[src/rtl/bus_arbiter4.sv]
// Four-requester round-robin arbiter driving a one-hot grant and the shared 4:1 mux select.
// Define ARB_TIMEOUT_EN to compile in forced release after MAX_HOLD grant cycles under contention.
module bus_arbiter4 #(
    parameter int MAX_HOLD = 16,
    parameter int CNT_W    = 5
) (
    input  logic       clk,
    input  logic       rst,
    input  logic [3:0] req,
    input  logic       done,
    output logic [3:0] gnt,
    output logic [1:0] sel,
    output logic       busy,
    output logic       timeout
);

    typedef enum logic {IDLE, GRANT} state_t;

    state_t     state_q, state_d;
    logic [1:0] ptr_q, ptr_d;
    logic [1:0] sel_q, sel_d;
    logic [3:0] gnt_q, gnt_d;
    logic       busy_q, busy_d;
    logic       timeout_q, timeout_d;

    logic       found;
    logic [1:0] win;

    // Scan starting at ptr so the most recently served requester is searched last.
    always_comb begin
        logic [1:0] idx;
        found = 1'b0;
        win   = ptr_q;
        for (int k = 0; k < 4; k++) begin
            idx = ptr_q + 2'(k);
            if (!found && req[idx]) begin
                found = 1'b1;
                win   = idx;
            end
        end
    end

`ifdef ARB_TIMEOUT_EN
    localparam logic [CNT_W-1:0] HOLD_LAST = CNT_W'(MAX_HOLD - 1);
    localparam logic [CNT_W-1:0] CNT_MAX   = '1;

    logic [CNT_W-1:0] cnt_q, cnt_d;
    logic             force_rel;

    // A competing request is any request outside the current owner's one-hot grant.
    assign force_rel = (state_q == GRANT) && (cnt_q == HOLD_LAST) && |(req & ~gnt_q);
`else
    logic force_rel;
    assign force_rel = 1'b0;
`endif

    always_comb begin
        state_d   = state_q;
        ptr_d     = ptr_q;
        sel_d     = sel_q;
        gnt_d     = gnt_q;
        busy_d    = busy_q;
        timeout_d = 1'b0;
`ifdef ARB_TIMEOUT_EN
        cnt_d     = cnt_q;
`endif
        case (state_q)
            IDLE: begin
                if (found) begin
                    state_d = GRANT;
                    gnt_d   = 4'b0001 << win;
                    sel_d   = win;
                    busy_d  = 1'b1;
                    ptr_d   = win + 2'd1;
`ifdef ARB_TIMEOUT_EN
                    cnt_d   = '0;
`endif
                end else begin
                    gnt_d  = 4'b0000;
                    busy_d = 1'b0;
                end
            end
            GRANT: begin
                if (done || !req[sel_q] || force_rel) begin
                    // sel is left alone so the mux output stays stable while idle.
                    state_d   = IDLE;
                    gnt_d     = 4'b0000;
                    busy_d    = 1'b0;
                    timeout_d = force_rel && !done && req[sel_q];
                end
`ifdef ARB_TIMEOUT_EN
                else if (cnt_q != CNT_MAX) begin
                    cnt_d = cnt_q + 1'b1;
                end
`endif
            end
            default: state_d = IDLE;
        endcase
    end

    always_ff @(posedge clk or posedge rst) begin
        if (rst) begin
            state_q   <= IDLE;
            ptr_q     <= 2'd0;
            sel_q     <= 2'd0;
            gnt_q     <= 4'b0000;
            busy_q    <= 1'b0;
            timeout_q <= 1'b0;
`ifdef ARB_TIMEOUT_EN
            cnt_q     <= '0;
`endif
        end else begin
            state_q   <= state_d;
            ptr_q     <= ptr_d;
            sel_q     <= sel_d;
            gnt_q     <= gnt_d;
            busy_q    <= busy_d;
            timeout_q <= timeout_d;
`ifdef ARB_TIMEOUT_EN
            cnt_q     <= cnt_d;
`endif
        end
    end

    assign gnt     = gnt_q;
    assign sel     = sel_q;
    assign busy    = busy_q;
    assign timeout = timeout_q;

endmodule

[config.mk]
export PLATFORM = sky130hd
export DESIGN_NAME = bus_arbiter4
export DESIGN_NICKNAME = d
export VERILOG_FILES = /design/src/rtl/bus_arbiter4.sv
export SDC_FILE = /design/constraint.sdc
export NUM_CORES = 1
export LEC_CHECK = 0
export CAP_MARGIN = 20
export CORE_AREA = 2 2 39 41
export CTS_CLUSTER_DIAMETER = 200
export DETAILED_ROUTE_END_ITERATION = 16
export DIE_AREA = 0 0 41 43
export PLACE_DENSITY = 0.72
export RECOVER_POWER = 25
export SKIP_LAST_GASP = 1
export SLEW_MARGIN = 20
export SYNTH_ARGS = -nofsm -noshare
export SYNTH_HDL_FRONTEND = slang
export SYNTH_SLANG_ARGS = --single-unit
export TNS_END_PERCENT = 100
[constraint.sdc]
create_clock -name clk -period 2.6 [get_ports clk]
set_clock_uncertainty 0.1 [all_clocks]
set_input_delay 0.52 -clock clk [delete_from_list [all_inputs] [get_ports clk]]
set_output_delay 0.52 -clock clk [all_outputs]
set_load 0.005 [all_outputs]
==> summary.txt <==
CTS
  • Worst-path clk slew: 0.07 ns
  • H-tree levels: 1
  • Clock latency on the worst-skew pair: 0.26 ns
  • PostCTS Resize Cnt: 0
  • Hold-fix buffers, CTS: 0
  • Post CTS Setup Buffer Count: 0
  • Root buffer cell: clkbuf_4
  • Clk sinks: 10
  • CTS tree: built
  • CTS Buf Count: 3
  • Maximum clock insertion buffer count: 2

Global routing
  • First-pass GRT wire length: 1880 µm
  • Initial antenna violation count: 0
  • Vias in the first global route: 460
  • Pin count of the biggest net entering global routing: 11
  • Global route total overflow: 0
  • Tot GR Track Use: 15.2%

Power and ir drop
  • Maximum VDD drop: 501 µV
  • Total power per unit cell area: 1070 mW/mm²
  • Leakage: 0.351 nW

Synth
  • Seq cells post-synth: 10
  • Area contributors post-synth: dfrtp_1 41%, ha_1 8.3%, a32o_1 6.6%
  • Post-synthesis sequential area ratio: 41.5%
  • Mapped Nets: 66
  • Synth area leader: dfrtp_1
  • Cell count after synthesis: 55
  • Syn_area_per_cell: 11.0 µm²
  • Post-synth EDFFs: 0
  • Distinct cells, synth: 29
  • Async SR Flop Fraction: 100%
  • Post-synth top area share: 41.5%
  • Mapped Area: 603 µm²
  • Main synth FF type: dfrtp_1
  • Yosys warns: 0

Floorplanning
  • Rows: 14
  • Initial Util: 43.6%
  • Core Area: 0.00138 mm²
  • Number of primary I/O pins: 15
  • Die height: 43 µm
  • Chip width: 41 µm
  • Die area: 0.00176 mm²

STA
  • Min Clock Period, post-route: 2.27 ns
  • Fin worst setup slack: 0.329 ns
  • RSZ-0062 raised after global routing: no
  • Final period utilization: 87.4%
  • Fin. Hold Viols: 0
  • Final setup violation count: 0
  • Fin. max-slew vios: 0
  • Max Freq: 440 MHz
  • Final setup TNS: 0 ns

Route
  • Remaining antenna violation count: 0
  • Vias per inst: 5.48
  • Drt pass-1 iters: 3
  • Vias post-DR: 471
  • Initial DRC count: 4
  • Routed WL: 1130 µm
  • # DRC: 0
  • WL per Instance: 13.1 µm

Finish
  • Multi-input logic area: 323 µm²
  • Seq. cell area: 250 µm²
  • Fill count: 135
  • Fraction of layout cells with a size suffix above 1: 11.4%
  • Inserted Diodes: 0
  • Post-route cell area: 771 µm²
  • Commonest non-fill, non-tap cell in the layout: clkdlybuf4s50_1
  • Layout area overhead: 27.8%
  • Finished Layout Cells: 86
  • Final-stage net count: 82
  • Core Util, Final: 55.7%
  • Commonest non-fill, non-tap cells in the layout: 12 x clkdlybuf4s50_1, 10 x dfrtp_1, 4 x a32o_1, 4 x nor2b_1, 4 x ha_1

Worst setup path
  • Worst Setup Path Type: in -> reg
  • CP endpoint kind: flip-flop
  • Setup crit start kind: input port
  • Critical path fanouts, max: 7
  • Worst path arrival time: 2.32 ns
  • Crit path required time: 2.65 ns

Placement
  • Final GP Congestion: 0.816
  • Placed insts: 82
  • Dpl hpwl: 831 µm
  • Port bufs: 13
  • Placed inst area: 734 µm²
  • Pre-CTS WS: 0.0722 ns

Worst hold path
  • Worst Hold Class: reg -> reg

Run status
  • Status: finished, final reports clean

Job
  • Max Cap Viol: 0
==> logic make-up (layout without fill, tap and decap cells) <==
family                     after synthesis  after routing  share of synthesized area, %
and+or+nand+nor                         13             13                          13.1
muxes                                    3              3                          5.81
other                                    1              1                         0.622
adders and majority gates                4              4                          8.30
buffers and inverters                    5             20                          4.98
DFF                                     10             10                          41.5
AOI/OAI and AO/OA                       19             19                          25.7
==> state kept, by name, summed over array words and instances (netlist names) <==
signal	count
busy	1
gnt	4
state_q	1
sel	2
ptr_q	2
==> power by group <==
| group | switching, W | leakage, nW | internal, W |
|---|---|---|---|
| logic | 0.000170 | 0.207 | 0.000224 |
| clock network | 0.0000545 | 0.0210 | 0.0000850 |
| registers | 0.0000589 | 0.123 | 0.000229 |
| total | 0.000283 | 0.351 | 0.000538 |
==> routing by layer <==
metal  global-route usage, %  share of wire, %
met1                    20.6                49
met3                    1.57               3.8
met4                    6.00               1.7
met5                       0                 0
met2                    23.8                45
==> worst max-delay path, cell delays in order <==
cell	delay [ns]
clkdlybuf4s50_1	0.58
nor2b_1	0.11
o21ai_0	0.35
and3_1	0.27
ha_1	0.24
mux2_4	0.25
==> area by class of cell <==
cell class / instances / area share [%]
Sequential cell: 10 / 32.5
Tap cell: 16 / 2.60
Multi-Input combinational cell: 40 / 41.9
Timing Repair Buffer: 13 / 16.9
Inverter: 3 / 1.46
Clock buffer: 4 / 4.71
==> synth_stat cells, types with 2 or more instances <==
cell       n
a21boi_0   2
a21oi_1    2
a32o_1     4
dfrtp_1   10
ha_1       4
inv_1      3
mux2i_1    2
nand2_1    2
nor2b_1    4
o21ai_0    2
o21bai_1   2
==> metrics by stage <==
stage | power (W) | hold WS [ns]
after floorplan | 0.000541 | 0.260
final | 0.000822 | 0.409
after CTS | 0.000833 | 0.413
after global routing | 0.000886 | 0.452
after detailed placement | 0.000685 | 0.392
after global placement | 0.000685 | 0.395
==> final timing paths <==
kind                                            from              endpoint  slack (ns)  depth (start not counted)
worst max-delay path                          req[3]  ptr_q[1]$_DFFE_PP0P_        0.33                          6
worst min-delay path                busy$_DFFE_PP0P_      busy$_DFFE_PP0P_        0.41                          1
worst max register to register  ptr_q[1]$_DFFE_PP0P_  ptr_q[1]$_DFFE_PP0P_        0.83                          5
worst min register to register      busy$_DFFE_PP0P_      busy$_DFFE_PP0P_        0.41                          1
max in group asynchronous                        rst    sel[1]$_DFFE_PP0P_        1.58                          2
min in group asynchronous                        rst    gnt[2]$_DFFE_PP0P_        0.56                          2
Note: power is estimated with default switching activity, not from simulation.
==> variant (same flow settings) <==
Make the reset (`rst`) synchronous in one clocked block.
--- a/src/rtl/bus_arbiter4.sv
+++ b/src/rtl/bus_arbiter4.sv
@@ -98,7 +98,7 @@
         endcase
     end
 
-    always_ff @(posedge clk or posedge rst) begin
+    always_ff @(posedge clk) begin
         if (rst) begin
             state_q   <= IDLE;
             ptr_q     <= 2'd0;
Formal check against the unedited RTL: differs if rst is asserted again (counterexample within 4 cycles, from zero or initial values and one cycle with rst high); with rst held inactive, the same outputs for 10 cycles.
==> variant against the unedited design <==
Worst setup slack improved by 0.056 ns. Global-route usage increased by 0.80 points. Routed wire length grew 1.3%. Synthesized area decreased by 5.6%. Design area down 3.9%. Via count up 1.5%. Sequential cell count stayed put. Highest routed layer unchanged.
Power is not compared: it rests on default switching activity, and its combinational part moved more than twofold at a synthesized area within 25%.
==> variant: results (changes against the unedited design) <==
| Metric | Value |
|---|---|
| Run status | finished, final reports clean |
| Clk slew on worst S/H paths | 0.07 ns (about the same) |
| FFs w/ async S/R, synth | 0 (-1.00) |
| Syn Nets | 73 (+11%) |
| Hold path start | busy |
| Max Fanout on Critical Path | 5 (-2) |
| DRT iter0 DRCs | 3 (-1) |
| Slowest library cell on the worst path | clkdlybuf4s50_1 |
| Hpwl dp | 815 µm (-2.0%) |
| Seq/Total Area, Yosys | 0.352 (-0.0633) |
| Worst IR Drop VDD | roughly 0.35 mV |
| DRT Wirelength | 1140 µm (+1.3%) |
| Crit path from | req[0] |
| Post-synth top cells | 13 x nor2_1, 10 x dfxtp_1, 4 x a22oi_2, 4 x ha_1, 4 x nand2_1 |
| Remaining antenna violation count | 0 (unchanged) |
| Largest net degree at the start of global routing | 14 (+3) |
| Drt via density | 5.14 (-6.2%) |
| Top cells by area, synth | dfxtp_1 35%, a22oi_2 8.8%, ha_1 8.8% |
| Worst Path Arrival | 2.26 ns (-0.06 ns) |
| # resized after CTS | 0 (unchanged) |
| Pre-Repair DR Iteration Count | 4 (+1) |
| Placed Area | 704 µm² (-4.1%) |
| Worst skew pair latency | between 0.2 and 0.3 ns |
| Max reg flops | 4 (unchanged) |
| Hold/Removal Path Class | register to register |
| First-pass GRT wire length | 1860 µm (-0.69%) |
| Reg2reg start | ptr_q[0] |
| Layout Cells excl Fill | 93 (+8.1%) |
| Setup WS pre-CTS | 0.108 ns (+0.0359 ns) |
| Layout cells sized above 1 | 0.182 (+0.0675) |
| Post-CTS setup buffers | 0 (unchanged) |
| Placed cell count | 89 (+8.5%) |
| Diode count | 0 (unchanged) |
| Yosys cell types | 25 (-14%) |
| Vias in the first global route | 439 (-4.6%) |
| Fill cells | 133 (-1.5%) |
| Largest stage delay, worst path | 0.47 ns (-0.11 ns) |
| Syn Area/Cell | 9.18 µm² (-16%) |
| Placer's final routability congestion estimate | 0.788 (-3.4%) |
| Setup-failing EPs final | 0 (unchanged) |
| All-Layer GR Usage | 0.160 (+0.00796) |
## variant: changes by cell type after synthesis, moves of 4 or more
cell / change
nor2_1: +12
dfxtp_1: +10
a22oi_2: +4
a32o_1: -4
dfrtp_1: -10
## variant: kinds of logic (layout without fill, tap and decap cells)
logic type | after synthesis | count (layout) | share of synthesized area
AND/OR/NAND/NOR | 26 | 26 | 0.229
AO/OA/AOI/OAI | 13 | 13 | 0.202
flip-flops | 10 | 10 | 0.352
buffers and inverters | 6 | 21 | 0.0659
adder cells (fa/ha/maj) | 4 | 4 | 0.0879
multiplexers | 2 | 2 | 0.0571
other | 1 | 1 | 0.00659
## variant: layout make-up
type	count	area, µm²	share of cell area
repair buffers	15	145	0.196
well taps	16	20.0	0.0270
multi-input cells	46	332	0.448
inverters	2	7.51	0.0101
flip-flops and latches	10	200	0.270
clock buffers	4	36.3	0.0490
## variant: critical path: cells and delay by family
family	cells	cell delay (ns)
simple gates	3	0.46
mux	1	0.13
buf+inv	1	0.47
fa+ha+maj	1	0.24
compound gates	2	0.45
## variant: final timing paths
kind	slack, ns	end	cells after the start
worst max-delay path	0.38	ptr_q[1]	8
worst min-delay path	0.39	busy	2
worst max register to register	0.81	ptr_q[1]	7
worst min register to register	0.39	busy	2
## variant: layer usage
metal / vias to the layer above / part of all wire / wire [µm] / GRT usage
met5: - / 0 / 0 / 0
met1: 218 / 0.49 / 556 / 0.193
met3: 3 / 0.074 / 85 / 0.0471
li1: 242 / - / - / -
met2: 15 / 0.42 / 475 / 0.234
met4: 0 / 0.022 / 25 / 0.100
## variant: power by group through the flow
| stage | registers (mW) | logic, mW | clock network, mW |
|---|---|---|---|
| final | 0.191 | 0.146 | 0.142 |
| after global routing | 0.194 | 0.164 | 0.150 |
| after CTS | 0.192 | 0.150 | 0.146 |
| after detailed placement | 0.195 | 0.149 | 0 |
| after global placement | 0.195 | 0.148 | 0 |
| after floorplan | 0.193 | 0.0969 | 0 |
